### config.mk
export PLATFORM = sky130hd
export DESIGN_NAME = ysyx_22051013_cache_tag_array_flat
export DESIGN_NICKNAME = d
export VERILOG_FILES = /design/src/rtl/ysyx_22051013_cache_tag_array_pkg.sv /design/src/rtl/ysyx_22051013_cache_tag_array_if.sv /design/src/rtl/ysyx_22051013_tag_way_ram.sv /design/src/rtl/ysyx_22051013_cache_tag_array.sv /design/src/flat_wrapper.sv
export SDC_FILE = /design/constraint.sdc
export NUM_CORES = 2
export LEC_CHECK = 0
export CAP_MARGIN = 0
export CORE_ASPECT_RATIO = 1.4
export CORE_MARGIN = 4
export CORE_UTILIZATION = 62
export CTS_CLUSTER_SIZE = 12
export DETAILED_ROUTE_END_ITERATION = 16
export GPL_TIMING_DRIVEN = 0
export PLACE_DENSITY = 0.75
export SLEW_MARGIN = 20
export SYNTH_ARGS = -nofsm -noshare
export SYNTH_HDL_FRONTEND = slang
export SYNTH_HIERARCHICAL = 1
export SYNTH_SLANG_ARGS = --single-unit
### constraint.sdc
create_clock -name clk -period 4.3 [get_ports clk]
set_input_delay 0.43 -clock clk [delete_from_list [all_inputs] [get_ports clk]]
set_output_delay 0.43 -clock clk [all_outputs]
set_load 0.02 [all_outputs]
### src/rtl/ysyx_22051013_cache_tag_array_pkg.sv
// Shared cache geometry defaults and tag-array sweep FSM encodings.
package ysyx_22051013_cache_tag_array_pkg;

  localparam int WAYS_DEF  = 2;
  localparam int SETS_DEF  = 32;
  localparam int TAG_W_DEF = 24;

  typedef enum logic [0:0] {
    IDLE  = 1'b0,
    SWEEP = 1'b1
  } state_e;

endpackage

### src/rtl/ysyx_22051013_cache_tag_array_if.sv
// Lookup / fill / flush port bundle between the cache FSM (master) and the tag array (slave).
interface ysyx_22051013_cache_tag_array_if
  import ysyx_22051013_cache_tag_array_pkg::*;
#(
  parameter int WAYS  = WAYS_DEF,
  parameter int SETS  = SETS_DEF,
  parameter int TAG_W = TAG_W_DEF
);
  localparam int IDX_W = $clog2(SETS);

  logic                  rd_en;
  logic [IDX_W-1:0]      rd_idx;
  logic [TAG_W-1:0]      rd_tag;
  logic                  rd_hit;
  logic [WAYS-1:0]       rd_hit_way;
  logic [WAYS*TAG_W-1:0] rd_tags;
  logic [WAYS-1:0]       rd_valid;
  logic [WAYS-1:0]       rd_dirty;
  logic [WAYS-1:0]       rd_victim;
  logic                  wr_en;
  logic [IDX_W-1:0]      wr_idx;
  logic [WAYS-1:0]       wr_way;
  logic [TAG_W-1:0]      wr_tag;
  logic                  wr_valid;
  logic                  wr_dirty;
  logic                  flush;
  logic                  busy;

  modport master (
    output rd_en, rd_idx, rd_tag, wr_en, wr_idx, wr_way, wr_tag, wr_valid, wr_dirty, flush,
    input  rd_hit, rd_hit_way, rd_tags, rd_valid, rd_dirty, rd_victim, busy
  );

  modport slave (
    input  rd_en, rd_idx, rd_tag, wr_en, wr_idx, wr_way, wr_tag, wr_valid, wr_dirty, flush,
    output rd_hit, rd_hit_way, rd_tags, rd_valid, rd_dirty, rd_victim, busy
  );

endinterface

### src/rtl/ysyx_22051013_tag_way_ram.sv
// One tag way: SETS x W synchronous-read RAM, read-first on same-address write.
// Read data changes only on re; no reset, contents are initialised by the owner's sweep.
module ysyx_22051013_tag_way_ram #(
  parameter int SETS = 32,
  parameter int W    = 26,
  localparam int IDX_W = $clog2(SETS)
) (
  input  logic             clk,
  input  logic             we,
  input  logic [IDX_W-1:0] waddr,
  input  logic [W-1:0]     wdata,
  input  logic             re,
  input  logic [IDX_W-1:0] raddr,
  output logic [W-1:0]     rdata
);
  logic [W-1:0] mem [SETS];
  logic [W-1:0] rdata_q;

  always_ff @(posedge clk) begin
    if (we) mem[waddr] <= wdata;
    if (re) rdata_q <= mem[raddr];
  end

  assign rdata = rdata_q;

endmodule

### src/rtl/ysyx_22051013_cache_tag_array.sv
// Set-associative tag store with hit detect, victim suggestion and invalidate-all sweep.
// Lookup result appears two edges after rd_en is sampled; all requests are dropped while busy.
module ysyx_22051013_cache_tag_array
  import ysyx_22051013_cache_tag_array_pkg::*;
#(
  parameter int WAYS  = WAYS_DEF,
  parameter int SETS  = SETS_DEF,
  parameter int TAG_W = TAG_W_DEF
) (
  input logic clk,
  input logic rst_n,
  ysyx_22051013_cache_tag_array_if.slave bus
);
  localparam int IDX_W = $clog2(SETS);
  localparam int ENT_W = TAG_W + 2;
  localparam int RR_W  = (WAYS > 1) ? $clog2(WAYS) : 1;

  state_e           state_q, state_d;
  logic [IDX_W-1:0] cnt_q, cnt_d;
  logic             sweep, rd_acc, wr_acc;

  always_ff @(posedge clk) begin
    if (!rst_n) begin
      state_q <= SWEEP;
      cnt_q   <= '0;
    end else begin
      state_q <= state_d;
      cnt_q   <= cnt_d;
    end
  end

  always_comb begin
    state_d = state_q;
    cnt_d   = cnt_q;
    case (state_q)
      SWEEP: begin
        cnt_d = cnt_q + 1'b1;
        if (cnt_q == IDX_W'(SETS - 1)) state_d = IDLE;
      end
      default: begin
        if (bus.flush) begin
          state_d = SWEEP;
          cnt_d   = '0;
        end
      end
    endcase
  end

  // Flush beats a same-cycle write; nothing is accepted during the sweep.
  always_comb begin
    sweep  = (state_q == SWEEP);
    rd_acc = !sweep && bus.rd_en;
    wr_acc = !sweep && bus.wr_en && !bus.flush;
  end

  logic [ENT_W-1:0] way_rdata [WAYS];
  logic [ENT_W-1:0] way_wdata;
  logic [IDX_W-1:0] way_waddr;

  assign way_wdata = sweep ? '0 : {bus.wr_valid, bus.wr_dirty, bus.wr_tag};
  assign way_waddr = sweep ? cnt_q : bus.wr_idx;

  for (genvar w = 0; w < WAYS; w++) begin : g_way
    ysyx_22051013_tag_way_ram #(.SETS(SETS), .W(ENT_W)) u_ram (
      .clk   (clk),
      .we    (sweep || (wr_acc && bus.wr_way[w])),
      .waddr (way_waddr),
      .wdata (way_wdata),
      .re    (rd_acc),
      .raddr (bus.rd_idx),
      .rdata (way_rdata[w])
    );
  end

  logic                  rd_pend_q, rd_pend_d;
  logic [TAG_W-1:0]      rd_tag_q, rd_tag_d;
  logic [IDX_W-1:0]      rd_idx_q, rd_idx_d;
  logic [RR_W-1:0]       rr_q [SETS];
  logic [RR_W-1:0]       rr_d [SETS];
  logic                  rd_hit_q, rd_hit_d;
  logic [WAYS-1:0]       rd_hit_way_q, rd_hit_way_d;
  logic [WAYS*TAG_W-1:0] rd_tags_q, rd_tags_d;
  logic [WAYS-1:0]       rd_valid_q, rd_valid_d;
  logic [WAYS-1:0]       rd_dirty_q, rd_dirty_d;
  logic [WAYS-1:0]       rd_victim_q, rd_victim_d;
  logic [WAYS-1:0]       hit_way, way_vld, way_drt, victim;
  logic [WAYS*TAG_W-1:0] way_tags;

  always_comb begin
    hit_way  = '0;
    way_vld  = '0;
    way_drt  = '0;
    way_tags = '0;
    for (int w = 0; w < WAYS; w++) begin
      way_tags[w*TAG_W +: TAG_W] = way_rdata[w][TAG_W-1:0];
      way_vld[w] = way_rdata[w][TAG_W+1];
      way_drt[w] = way_rdata[w][TAG_W];
      hit_way[w] = way_rdata[w][TAG_W+1] && (way_rdata[w][TAG_W-1:0] == rd_tag_q);
    end
  end

  // Lowest invalid way first; round-robin only once the set is full.
  always_comb begin
    victim = WAYS'(1) << rr_q[rd_idx_q];
    for (int w = WAYS - 1; w >= 0; w--) begin
      if (!way_vld[w]) victim = WAYS'(1) << w;
    end
  end

  always_comb begin
    rr_d = rr_q;
    if (sweep) begin
      rr_d[cnt_q] = '0;
    end else if (WAYS > 1 && wr_acc && bus.wr_valid && bus.wr_way[rr_q[bus.wr_idx]]) begin
      rr_d[bus.wr_idx] = rr_q[bus.wr_idx] + 1'b1;
    end
  end

  always_comb begin
    rd_pend_d    = rd_acc;
    rd_tag_d     = rd_acc ? bus.rd_tag : rd_tag_q;
    rd_idx_d     = rd_acc ? bus.rd_idx : rd_idx_q;
    rd_hit_d     = rd_hit_q;
    rd_hit_way_d = rd_hit_way_q;
    rd_tags_d    = rd_tags_q;
    rd_valid_d   = rd_valid_q;
    rd_dirty_d   = rd_dirty_q;
    rd_victim_d  = rd_victim_q;
    if (rd_pend_q) begin
      rd_hit_d     = |hit_way;
      rd_hit_way_d = hit_way;
      rd_tags_d    = way_tags;
      rd_valid_d   = way_vld;
      rd_dirty_d   = way_drt;
      rd_victim_d  = victim;
    end
    // A held hit would be stale once the sweep starts clearing the sets.
    if (sweep) begin
      rd_hit_d     = 1'b0;
      rd_hit_way_d = '0;
    end
  end

  always_ff @(posedge clk) begin
    if (!rst_n) begin
      rd_pend_q    <= 1'b0;
      rd_tag_q     <= '0;
      rd_idx_q     <= '0;
      rr_q         <= '{default: '0};
      rd_hit_q     <= 1'b0;
      rd_hit_way_q <= '0;
      rd_tags_q    <= '0;
      rd_valid_q   <= '0;
      rd_dirty_q   <= '0;
      rd_victim_q  <= '0;
    end else begin
      rd_pend_q    <= rd_pend_d;
      rd_tag_q     <= rd_tag_d;
      rd_idx_q     <= rd_idx_d;
      rr_q         <= rr_d;
      rd_hit_q     <= rd_hit_d;
      rd_hit_way_q <= rd_hit_way_d;
      rd_tags_q    <= rd_tags_d;
      rd_valid_q   <= rd_valid_d;
      rd_dirty_q   <= rd_dirty_d;
      rd_victim_q  <= rd_victim_d;
    end
  end

  assign bus.busy       = sweep;
  assign bus.rd_hit     = rd_hit_q && !sweep;
  assign bus.rd_hit_way = rd_hit_way_q;
  assign bus.rd_tags    = rd_tags_q;
  assign bus.rd_valid   = rd_valid_q;
  assign bus.rd_dirty   = rd_dirty_q;
  assign bus.rd_victim  = rd_victim_q;

endmodule
### src/flat_wrapper.sv
// flat-port wrapper written by rule: the top's interface ports become plain ports
module ysyx_22051013_cache_tag_array_flat import ysyx_22051013_cache_tag_array_pkg::*;
#(
  parameter int WAYS  = WAYS_DEF,
  parameter int SETS  = SETS_DEF,
  parameter int TAG_W = TAG_W_DEF
)
  (clk, rst_n, bus_rd_en, bus_rd_idx, bus_rd_tag, bus_wr_en, bus_wr_idx, bus_wr_way, bus_wr_tag, bus_wr_valid, bus_wr_dirty, bus_flush, bus_rd_hit, bus_rd_hit_way, bus_rd_tags, bus_rd_valid, bus_rd_dirty, bus_rd_victim, bus_busy);
  ysyx_22051013_cache_tag_array_if #(.WAYS(WAYS), .SETS(SETS), .TAG_W(TAG_W)) bus_i ();
  input logic clk;
  input logic rst_n;
  input wire logic [$bits(bus_i.rd_en)-1:0] bus_rd_en;
  input wire logic [$bits(bus_i.rd_idx)-1:0] bus_rd_idx;
  input wire logic [$bits(bus_i.rd_tag)-1:0] bus_rd_tag;
  input wire logic [$bits(bus_i.wr_en)-1:0] bus_wr_en;
  input wire logic [$bits(bus_i.wr_idx)-1:0] bus_wr_idx;
  input wire logic [$bits(bus_i.wr_way)-1:0] bus_wr_way;
  input wire logic [$bits(bus_i.wr_tag)-1:0] bus_wr_tag;
  input wire logic [$bits(bus_i.wr_valid)-1:0] bus_wr_valid;
  input wire logic [$bits(bus_i.wr_dirty)-1:0] bus_wr_dirty;
  input wire logic [$bits(bus_i.flush)-1:0] bus_flush;
  output wire logic [$bits(bus_i.rd_hit)-1:0] bus_rd_hit;
  output wire logic [$bits(bus_i.rd_hit_way)-1:0] bus_rd_hit_way;
  output wire logic [$bits(bus_i.rd_tags)-1:0] bus_rd_tags;
  output wire logic [$bits(bus_i.rd_valid)-1:0] bus_rd_valid;
  output wire logic [$bits(bus_i.rd_dirty)-1:0] bus_rd_dirty;
  output wire logic [$bits(bus_i.rd_victim)-1:0] bus_rd_victim;
  output wire logic [$bits(bus_i.busy)-1:0] bus_busy;
  assign bus_i.rd_en = bus_rd_en;
  assign bus_i.rd_idx = bus_rd_idx;
  assign bus_i.rd_tag = bus_rd_tag;
  assign bus_i.wr_en = bus_wr_en;
  assign bus_i.wr_idx = bus_wr_idx;
  assign bus_i.wr_way = bus_wr_way;
  assign bus_i.wr_tag = bus_wr_tag;
  assign bus_i.wr_valid = bus_wr_valid;
  assign bus_i.wr_dirty = bus_wr_dirty;
  assign bus_i.flush = bus_flush;
  assign bus_rd_hit = bus_i.rd_hit;
  assign bus_rd_hit_way = bus_i.rd_hit_way;
  assign bus_rd_tags = bus_i.rd_tags;
  assign bus_rd_valid = bus_i.rd_valid;
  assign bus_rd_dirty = bus_i.rd_dirty;
  assign bus_rd_victim = bus_i.rd_victim;
  assign bus_busy = bus_i.busy;
  ysyx_22051013_cache_tag_array #(.WAYS(WAYS), .SETS(SETS), .TAG_W(TAG_W)) u_core (.clk(clk), .rst_n(rst_n), .bus(bus_i));
endmodule
Word level (Yosys, flattened, before mapping):

Memories as Yosys holds them, arrays and structs flattened. A register that Yosys moved wholly into a read port is not among the register bits.
Cells that the tools add are included.

* add/sub/neg operators: 2
* $lt $le $gt $ge: 6
* equal/unequal tests: 3
* shift-type cells: 1
* multiplexer cells: 28
* bitwise logic cells: 6
* reductions and logical operators: 20

Operators by type and width (count)
* $mux W32: 2
* $eq A24 B24 Y1: 2
* $and A32 B32 Y32: 1
* $bwmux W32: 1
* $not A32 Y32: 1
* $mux W26: 1
* $ge A6 B6 Y1 const B: 3
* $not A5 Y6: 3
* $mux W1: 15
* $mux W5: 3
* $logic_and A1 B1 Y1: 12
* $lt A6 B1 Y1 const B: 2
* $bmux W1 S5: 2
* $demux W1 S5: 2
* $add A5 B1 Y5 const B: 1
* $eq A5 B5 Y1 const B: 1
* $mux W2: 2
* $reduce_bool A2 Y1: 2
* $reduce_or A2 Y1: 2
* $logic_not A1 Y1: 2
* $logic_or A1 B1 Y1: 2
* $lt A1 B2 Y1 const B: 1
* $shl A1 B1 Y2 const A: 1
* $add A1 B1 Y1 const B: 1
* $not A1 Y1: 1

* flip-flop bits (word level): 125
* RAM bits: 1664
* input bits: 67
* output and inout bits: 58
* logic and storage cells: 111
* memories: 2

Memories
* u_core.g_way[0].u_ram.mem: depth 32, bits a word 26, read ports 1, clocked after Yosys merged registers in 1, write ports 1, line ysyx_22051013_tag_way_ram.sv:16 `logic [W-1:0] mem [SETS];`
* u_core.g_way[1].u_ram.mem: depth 32, bits a word 26, read ports 1, clocked after Yosys merged registers in 1, write ports 1, line ysyx_22051013_tag_way_ram.sv:16

Logic depth before layout (Yosys ltp):

* depth in word-level cells: 9
* mapped depth: 9
* mapped depth without buffers: 7

By module:

Netlist, hierarchy kept.

By module, submodules not included
* ysyx_22051013_tag_way_ram: times used 2, cells an instance 1848, area each 33221.9 sq um, seq. area each 25764.7 sq um
* ysyx_22051013_cache_tag_array: times used 1, cells an instance 808, area each 6676.4 sq um, seq. area each 2502.4 sq um

Least setup slack after synthesis:

Ideal clock, no wire load.

* path kind: register to register
* start: register u_core.state_q, in the netlist u_core/bus.busy
* end: memory u_core.g_way[0].u_ram.mem[19][0] (enable)
* library setup time: 0.409 ns
* data arrival time: 3.645 ns
* data required time: 3.891 ns
* setup slack: 0.246 ns
* stages on the path, launching flop included: 8
* path buffers: 4
* period minus slack after synthesis: 4.054 ns
* cells stage by stage: dfxtp_1 clkbuf_1 clkbuf_1 clkbuf_1 clkbuf_1 o21ai_0 or3b_2 nor2_1

* elaborated cells on any way between the ends: 8
* classes of those cells: mux: 3; reduce/logical: 5

RTL lines
* start: declaration: line ysyx_22051013_cache_tag_array.sv:18 `state_e state_q, state_d;`
* start signal: assignment: line ysyx_22051013_cache_tag_array.sv:27 `state_q <= state_d;`
* $mux W5: line ysyx_22051013_cache_tag_array.sv:61 `assign way_waddr = sweep ? cnt_q : bus.wr_idx;`
* via u_core.way_waddr[3]: line ysyx_22051013_cache_tag_array.sv:58 `logic [IDX_W-1:0] way_waddr;`
* end: declaration: line ysyx_22051013_tag_way_ram.sv:16

The timed path passes the listed nets, and every way through them passes these cells.

Final worst setup path:

* start: register u_core.state_q, in the netlist u_core/bus.busy
* end: memory u_core.g_way[0].u_ram.mem[23][7] (enable)

The elaborated chain is that of the path after synthesis.

==> impl_metrics.py <==
metrics = {
    "global_routing": {
        "grt_pass1_wl_mm": 289,
        "grt_overflow_total": 0,
        "antenna_found_initial": 5,
        "grt_use_total_pct": 32.4,
        "grt_max_degree": 37,
        "grt_pass1_vias": 42500,
    },
    "logic_synthesis": {
        "synth_edf_count": 1716,
        "netlist-cell-type-count": 57,
        "syn_area_per_cell_um2": 16.2,
        "netlist_instances": 4504,
        "async_flop_share_pct": 0,
        "synthFlopType": "edfxtp_1",
        "ys_warn_count": 6,
        "synth_area_um2": 73100,
        "seq_area_frac_synth_pct": 73.9,
        "syn-num-nets": 4576,
        "synth_seq_cells": 1841,
    },
    "clock_tree": {
        "cts_sinks": 1841,
        "cts_made_buffers": 176,
        "cts-root-buf": "clkbuf_16",
        "clk_latency_ps": 800,
        "cts_max_level": 4,
        "tritoncts": "yes",
        "hold_buffers": 0,
        "clk_path_buf_depth": 3,
        "clk_pin_slew_ps": 60,
    },
    "power": {
        "clockPowerShare_pct": 39.0,
        "internal_power_mw": 27.9,
        "p_per_area_nw_per_um2": 419,
        "p_comb_share_pct": 5.8,
        "ir_drop_v": 0.000488,
        "p_sw_mw": 7.59,
        "p_leak_nw": 29.8,
        "p_total_mw": 35.5,
        "seq_power_share_pct": 55.2,
        "p_sw_share_pct": 21.3,
    },
    "route": {
        "route.detailed.drc": 0,
        "wl_per_cell_um": 31.0,
        "ant_nets": 0,
        "drt_iter0_drc": 4363,
        "drtPass1Iterations": 6,
        "num_vias": 42500,
        "via_per_inst": 6.51,
        "wirelength_mm": 202,
    },
    "min_path": {
        "holdPathStages": 3,
        "hold_path_class": "in -> reg",
        "hold_start": "bus_rd_tag[14]",
        "holdPathEnd": "u_core/rd_tag_q[14]",
    },
    "worst_setup_path": {
        "reg2reg_depth": 8,
        "cp_slowest_cell": "nor2_4",
        "cp.buffers_inverters": 4,
        "crit_fanout": 26,
        "path_delay_family": "simple AND/OR/NAND/NOR gates",
        "crit_path_start_kind": "flip-flop",
        "cpPeakStageDelay_ps": 850,
        "worst_setup_path_end_kind": "flip-flop",
        "critPathKind": "reg -> reg",
        "arrival_ps": 4570,
        "r2r_start": "u_core/bus.busy",
        "timing.rr.end": "u_core/g_way[0].u_ram/mem[23][7]",
        "cp.required_ps": 4730,
        "worstPathCellList": "clkbuf_1 -> clkbuf_2 -> clkbuf_1 -> clkbuf_2 -> nand2_1 -> o21ai_2 -> nand3_2 -> nor2_4",
        "reg2reg_slack_ps": 150,
    },
    "floorplanning": {
        "initial_core_util_pct": 62.7,
        "num_rows": 148,
        "pin_count": 125,
        "die_y_um": 414,
        "die_x_um": 298,
        "fp.dieArea_um2": 124000,
        "core_area_um2": 117000,
    },
    "timing": {
        "min_period_ps": 4150,
        "fmax_mhz": 241,
        "maxSlewViolCount": 0,
        "worstMarginPinSlew_ps": 1200,
        "rsz0062_at_grt": "false",
        "setup-violations-final": 0,
        "hold_slack_ps": 182,
        "post-route-period-util_pct": 96.5,
        "slew_headroom_pct": 19.6,
        "fin_skew_ps": 24.3,
        "hold_viol_final": 0,
    },
    "final_layout": {
        "nets": 5014,
        "diodes": 0,
        "syn2layout_area_growth_pct": 15.9,
        "drive_gt1_share_pct": 12.3,
    },
    "placement": {
        "io_buffers": 123,
        "dp_hpwl_mm": 144,
        "routabilityCongestion": 0.941,
    },
    "run": {
        "drv_cap": 0,
    },
    "outcome": {
        "status": "complete, no violations",
    },
}
==> layout by cell type, fill, tap and decap left out, drive strengths merged, types with 3 or more instances in the layout <==
master,instances
nor2,159
inv,21
nor2b,40
nand2,263
o32ai,6
a31oi,68
a22oi,159
nand2b,19
a21oi,218
nor3,62
xor2,20
buf,304
or3b,6
clkdlybuf4s50,123
nor4,8
nand4,14
dfxtp,125
o21ai,68
ha,5
edfxtp,1716
mux2i,906
clkbuf,334
xnor2,29
a21boi,3
or3,3
a22o,104
clkinv,10
and2,5
nand3,179
mux4,8
nand3b,17
==> worst min-delay path: stages <==
cell	delay, ps
clkdlybuf4s50_1	400
nand2_1	60
a21oi_1	50
==> cell families (layout without fill, tap and decap cells) <==
family	count (synthesis)	count (layout)	synth area share, %
compound gates	640	640	5.70
flops	1841	1841	73.9
mux	915	915	12.7
xor+xnor	49	49	0.587
fa+ha+maj	5	5	0.0856
simple gates	781	784	4.92
buf+inv	273	793	2.14
==> what timing repair did <==
| item | CTS | global route |
|---|---|---|
| buffers inserted | 21 | 0 |
| setup endpoints to repair | 1559 | 0 |
| resized for setup | 9 | 0 |
==> power by group through the flow <==
stage	Combinational [mW]	Clock (mW)	Sequential (mW)
CTS	2.04	14.0	19.6
floorplan	1.19	0	20.0
finish	2.06	13.9	19.6
global placement	1.87	0	20.0
detailed placement	2.00	0	20.0
global route	2.15	14.7	19.6
==> layer usage <==
| metal | track usage (%) | vias up | share of wire [%] |
|---|---|---|---|
| met5 | 0 | - | 0.012 |
| met4 | 20.6 | 4 | 7.6 |
| met3 | 5.76 | 568 | 8.0 |
| met2 | 55.6 | 2240 | 50 |
| met1 | 38.0 | 21400 | 34 |
| li1 | - | 18300 | - |
==> state kept, by name, summed over array words and instances (netlist names) <==
name / cells
u_core/rd_tag_q: 24
u_core/bus.rd_dirty: 2
u_core/g_way.u_ram/mem: 1664
u_core/bus.rd_valid: 2
u_core/g_way.u_ram/rdata: 52
u_core/bus.rd_tags: 48
u_core/bus.rd_hit_way: 2
u_core/rd_idx_q: 5
u_core/rd_pend_q: 1
u_core/bus.rd_victim: 2
u_core/rr_q: 32
u_core/cnt_q: 5
u_core/bus.busy: 1
u_core/rd_hit_q: 1
==> worst max-delay path by stage <==
| stage | startpoint | end | depth (start not counted) |
|---|---|---|---|
| after floorplan | u_core/bus.busy | u_core/g_way[0].u_ram/mem[19][0] | 7 |
| after global placement | u_core/bus.busy | u_core/g_way[0].u_ram/mem[30][18] | 7 |
| after detailed placement | u_core/bus.busy | u_core/g_way[1].u_ram/mem[23][10] | 8 |
| after CTS | u_core/bus.busy | u_core/g_way[0].u_ram/mem[16][0] | 8 |
| after global routing | u_core/bus.busy | u_core/g_way[0].u_ram/mem[23][23] | 8 |
| final | u_core/bus.busy | u_core/g_way[0].u_ram/mem[23][7] | 8 |
==> stage by stage <==
step / utilization, % / worst slack, ps / instance area, um2 / std cells / TNS [ps]
5_1_grt: 72.6 / 32.7 / 84700 / 6527 / 0
3_3_place_gp: 65.3 / -2640 / 76200 / 6127 / -6689660
6_report: 72.6 / 152 / 84700 / 6527 / 0
3_5_place_dp: 68.1 / -835 / 79500 / 6240 / -575210
2_1_floorplan: - / 246 / 73100 / 4504 / 0
4_1_cts: 72.6 / 130 / 84700 / 6527 / 0
==> cells in the mapped netlist (all sizes together), types with 8 or more instances <==
cell | n | area [um2]
xor2 | 20 | 175
a21oi | 218 | 1090
a22o | 104 | 911
nor2b | 40 | 250
nand2 | 263 | 995
nand2b | 19 | 119
mux4 | 8 | 188
xnor2 | 29 | 254
a31oi | 68 | 425
nand4 | 14 | 87.6
nand3b | 17 | 128
nor3 | 62 | 310
a22oi | 159 | 1190
inv | 11 | 41.3
nor4 | 8 | 50.1
nand3 | 179 | 896
o21ai | 68 | 348
buf | 171 | 1180
edfxtp | 1716 | 51500
nor2 | 156 | 586
mux2i | 906 | 9070
dfxtp | 125 | 2500
clkbuf | 91 | 344
==> final cells by class <==
class	count	area (um2)
Buffer	262	1530
Clock buffer	242	4740
Clock inverter	21	219
Fill cell	7044	32000
Inverter	11	41.3
Multi-Input combinational cell	2393	18300
Sequential cell	1841	54000
Tap cell	1500	1880
Timing Repair Buffer	257	3990
No activity file was read; power rests on OpenSTA's default activity.
